==> src/rtl/fcs_pkg.sv <==
// Shared constants and types for the receive-path FCS checker and the
// reusable CRC-32 step.
//   CRC_POLY     reflected IEEE 802.3 polynomial
//   CRC_INIT     CRC register value at the start of a frame
//   CRC_RESIDUE  CRC register value after a good frame, FCS included
//   state_t      checker FSM states
//   err_t        itemised end-of-frame error report
package fcs_pkg;

  localparam logic [31:0] CRC_POLY    = 32'hEDB88320;
  localparam logic [31:0] CRC_INIT    = 32'hFFFFFFFF;
  localparam logic [31:0] CRC_RESIDUE = 32'hDEBB20E3;

  typedef enum logic {
    IDLE,
    RX
  } state_t;

  typedef struct packed {
    logic fcs;
    logic runt;
    logic giant;
    logic align;
  } err_t;

endpackage

==> src/rtl/crc32_step.sv <==
// Combinational reflected CRC-32 update over one DW-bit beat.
// Data is consumed LSB-first; each bit XORs into bit 0 before the right shift.
//   crc_i   CRC register before the beat
//   data_i  beat data, bit 0 first on the wire
//   crc_o   CRC register after the beat
module crc32_step
  import fcs_pkg::*;
#(
  parameter int unsigned DW = 2
) (
  input  logic [31:0]   crc_i,
  input  logic [DW-1:0] data_i,
  output logic [31:0]   crc_o
);

  always_comb begin
    logic [31:0] c;
    c = crc_i;
    for (int unsigned i = 0; i < DW; i++) begin
      if (c[0] ^ data_i[i]) c = (c >> 1) ^ CRC_POLY;
      else                  c = c >> 1;
    end
    crc_o = c;
  end

endmodule

==> config.mk <==
export PLATFORM = sky130hd
export DESIGN_NAME = crc32_step
export DESIGN_NICKNAME = d
export VERILOG_FILES = /design/src/rtl/fcs_pkg.sv /design/src/rtl/crc32_step.sv
export SDC_FILE = /design/constraint.sdc
export NUM_CORES = 1
export LEC_CHECK = 0
export CORE_MARGIN = 2
export CORE_UTILIZATION = 23
export DETAILED_ROUTE_END_ITERATION = 12
export GPL_TIMING_DRIVEN = 1
export PLACE_DENSITY = 0.83
export SKIP_LAST_GASP = 1
export SYNTH_ARGS = -nofsm -noshare
export SYNTH_HDL_FRONTEND = slang
export SYNTH_SLANG_ARGS = --single-unit
==> constraint.sdc <==
create_clock -name vclk -period 1.62
set_input_delay 0.324 -clock vclk [all_inputs]
set_output_delay 0.324 -clock vclk [all_outputs]
set_load 0.01 [all_outputs]
==> results.cfg, run 1 <==
[floorplanning]
num_rows = 15
die_w_um = 46.4
die_h_um = 46.4
die_area_mm2 = 0.00216
initial_utilization = 0.242
pin_count = 66
design.core.area_mm2 = 0.00171

[drt]
drc = 0
via_count = 409
wire_per_inst_um = 10.4
drt_first_iter_violations = 0
vias_per_cell = 3.72
drt_wl_total_mm = 1.14
drtPass1Iterations = 1
ant_nets = 0

[critical_path]
critPathCaptureType = primary output
critPathArrivalTime_ns = 1.41
start_kind = input pin
path_max_fanout = 1
path_class = in -> out
cp_data_required_time_ns = 1.30

[finish]
diodes = 0
fin_util = 0.555
nClkBuffers = 0
layout.cells.most_common = clkdlybuf4s50_1
layout_common_cells = clkdlybuf4s50_1, xnor2_1, buf_6
seqCellArea_um2 = 0
drive_above_1_share = 0.471
syn_to_final_growth_pct = 129
nFlopsAndLatches = 0
final_nets = 121
fin_area_um2 = 947

[power_and_ir_drop]
ir_drop_uv = 288
p_leak_nw = 0.476
comb_power_share = 1.000
seqPwrFrac = 0
power_switching_uw = 174
p_clk_frac = 0
swShare = 0.340
power_density_mw_per_mm2 = 542
p_int_uw = 339

[min_path]
hold_path.class = in -> out

[timing]
hold_viol = 0
clock.fmax_mhz = 577
grt_setup_unrepaired = yes
fin_ws_ns = -0.113
slew_headroom = 0.872
setup_viol_count_final = 3
period_minus_slack_ns = 1.73
fin_crit_sh = 1.07
worst_pin_slew_ns = 0.192
whs_ns = 0.648
slew_violations = 0

[place]
place_congestion = 0.682
dpl_worst_slack_ns = -1.11
place_area_um2 = 826
port_buffers = 44

[grt]
grt_pass1_wl_mm = 1.67
gr-total-overflow = 0
grt_max_degree = 6
grt_pass1_vias = 407
grt_usage = 0.103
antenna_found_initial = 0

[yosys]
syn_nets = 70
ys_seq_area_frac = 0
synth_cell_types = 8
netlist_area_um2 = 414
avgSynthCellArea_um2 = 11.5
syn-instance-count = 36
yosys_warnings = 0

[status]
status = finished with violations
violations = setup timing

[clocking]
cts_hold_buf = 0

[job]
maxCapViolations = 0
==> area by class of cell <==
cell class | instances | area (um^2)
well taps | 25 | 31.3
fillers | 160 | 761
inverters | 1 | 3.75
multi-input cells | 22 | 324
repair buffers | 62 | 588
==> power by group through the flow <==
stage	combinational [mW]	sequential (mW)	clock (mW)
finish	0.514	0	0
global route	0.546	0	0
CTS	0.521	0	0
detailed placement	0.494	0	0
global placement	0.487	0	0
floorplan	0.252	0	0
==> worst max-delay path: stages <==
cell	delay [ns]
clkdlybuf4s50_1	0.46
xor3_4	0.48
buf_6	0.14
==> Yosys cell counts (all sizes together) <==
master  count  area [um^2]
xnor2      15          139
buf        13          105
xor3        6          158
inv         1         3.75
xor2        1         8.76
==> metrics by stage <==
step | instances | setup TNS (ns) | total power [mW]
detailed placement | 98 | -18.08 | 0.494
floorplan | 36 | 0 | 0.252
global placement | 98 | -17.24 | 0.487
global route | 110 | -0.412 | 0.546
CTS | 109 | -0.519 | 0.521
finish | 110 | -0.250 | 0.514
==> repair_timing <==
action                                  in CTS  in global routing
gates cloned                                 1                  0
gates resized for setup                     80                 19
buffers inserted                            10                  1
endpoints found under the setup margin      21                 18
pin swaps                                    5                  4
==> path summary, 6_finish.rpt <==
path / startpoint / endpoint / cells after the start
setup / recovery: crc_i[22] / crc_o[20] / 3
hold / removal: crc_i[2] / crc_o[0] / 0
==> per-layer routing <==
layer  routed length, um  part of all wire  global-route usage
met1                 318              0.28              0.0898
met2                 645              0.56               0.219
met3                 140              0.12              0.0196
met4                  38             0.033              0.0400
met5                   0                 0                   0
==> kinds of logic after synthesis <==
kind of cell  share of synthesized area
xor+xnor                          0.737
buf+inv                           0.263
Power figures use the tool's default switching activity.
==> inputs of run 2 (changes only) <==
--- a/config.mk
+++ b/config.mk
@@ -5,11 +5,9 @@
 export SDC_FILE = /design/constraint.sdc
 export NUM_CORES = 1
 export LEC_CHECK = 0
-export CORE_MARGIN = 2
 export CORE_UTILIZATION = 23
 export DETAILED_ROUTE_END_ITERATION = 12
-export GPL_TIMING_DRIVEN = 1
-export PLACE_DENSITY = 0.83
+export PLACE_DENSITY = 0.8
 export SKIP_LAST_GASP = 1
 export SYNTH_ARGS = -nofsm -noshare
 export SYNTH_HDL_FRONTEND = slang
==> results.cfg, run 2 (synthesis gave the netlist of run 1 again) <==
[critical_path]
start_kind = input pin
path_class = in -> out
critPathCaptureType = primary output
critPathArrivalTime_ns = 1.42
cp_data_required_time_ns = 1.30
path_max_fanout = 1

[finish]
syn_to_final_growth_pct = 143
layout_common_cells = clkdlybuf4s50_1, buf_2, buf_6
nFlopsAndLatches = 0
seqCellArea_um2 = 0
fin_area_mm2 = 0.00101
diodes = 0
nClkBuffers = 0
drive_above_1_share = 0.659
fin_util = 0.632
stdcell_count = 109
final_nets = 121

[drt]
drt_first_iter_violations = 2
via_count = 420
vias_per_cell = 3.85
drt_wl_total_mm = 1.08
wl_met3_um = 128
wl_met1_um = 352
wire_per_inst_um = 9.88
wl_met2_um = 592
drc = 0
ant_nets = 0
drtPass1Iterations = 2
top_layer = met4

[timing]
tns_ns = -0.354
hold_viol = 0
worst_pin_slew_ns = 0.183
fin_crit_sh = 1.08
slew_headroom = 0.878
slew_violations = 0
fin_ws_ns = -0.123
setup_viol_count_final = 5
whs_ns = 0.648
clock.fmax_mhz = 574
period_minus_slack_ns = 1.74
grt_setup_unrepaired = yes

[grt]
gr-total-overflow = 0
grt_usage = 0.102
grt_max_degree = 6
grt_pass1_vias = 388
grt_pass1_wl_mm = 1.58
antenna_found_initial = 0

[min_path]
hold_path.class = in -> out
min_from = crc_i[14]
worstHoldEndpoint = crc_o[12]
holdPathStages = 0

[power_and_ir_drop]
finalPower_uw = 556
p_leak_nw = 0.510
ir_drop_uv = 347
power_density_mw_per_mm2 = 552

[floorplanning]
pin_count = 66
initial_utilization = 0.260
design.core.area_mm2 = 0.00159
die_w_um = 44.4
die_area_mm2 = 0.00197
die_h_um = 44.4
num_rows = 14

[status]
status = finished with violations
violations = setup timing

[clocking]
cts_hold_buf = 0

[place]
port_buffers = 44
dpl_worst_slack_ns = -0.735
place_congestion = 0.629
dp.cells = 95
place_area_um2 = 810

[job]
maxCapViolations = 0
==> run 2: cell count changes in the layout (fill, tap and decap cells not counted), moves of 2 or more <==
| cell | previous run | this run |
|---|---|---|
| buf_4 | 11 | 9 |
| clkbuf_2 | 4 | 0 |
| buf_8 | 1 | 3 |
| buf_6 | 13 | 10 |
| xnor2_1 | 13 | 7 |
| clkdlybuf4s15_1 | 6 | 0 |
| xnor2_2 | 1 | 6 |
| dlygate4sd2_1 | 3 | 0 |
| buf_2 | 4 | 17 |
| buf_12 | 1 | 4 |
==> run 2: area by class of cell <==
class | count | area (um^2)
fill | 123 | 587
inverter | 1 | 3.75
multi-input combinational | 22 | 388
tap | 24 | 30.0
timing repair buffer | 62 | 586
==> run 2: worst max-delay path: stages <==
cell,delay [ns]
clkdlybuf4s50_1,0.47
xor3_4,0.49
buf_6,0.14
==> run 2: power breakdown <==
| part | internal (mW) | switching, mW |
|---|---|---|
| combinational | 0.366 | 0.190 |
| sequential | 0 | 0 |
| clock | 0 | 0 |
==> run 2: worst max-delay path by stage <==
stage / from / end / slack [ns] / cells after the start
detailed placement: data_i[1] / crc_o[26] / -0.73 / 5
global route: crc_i[22] / crc_o[20] / -0.14 / 3
floorplan: data_i[1] / crc_o[23] / 0.09 / 3
CTS: crc_i[0] / crc_o[20] / -0.17 / 7
finish: crc_i[10] / crc_o[8] / -0.12 / 3
global placement: data_i[1] / crc_o[23] / -0.71 / 5
==> run 2: per-layer routing <==
layer  up-vias  GRT usage
li1        199          -
met1       189     0.0957
met2        30      0.221
met3         2     0.0163
met4         0     0.0182
met5         -          0
==> run 2: timing repair <==
action                                  in CTS  in global routing
gates resized for setup                    114                 18
cloned                                       1                  0
endpoints found under the setup margin      21                 20
pin swaps                                    4                  4
buffers inserted                            11                  5
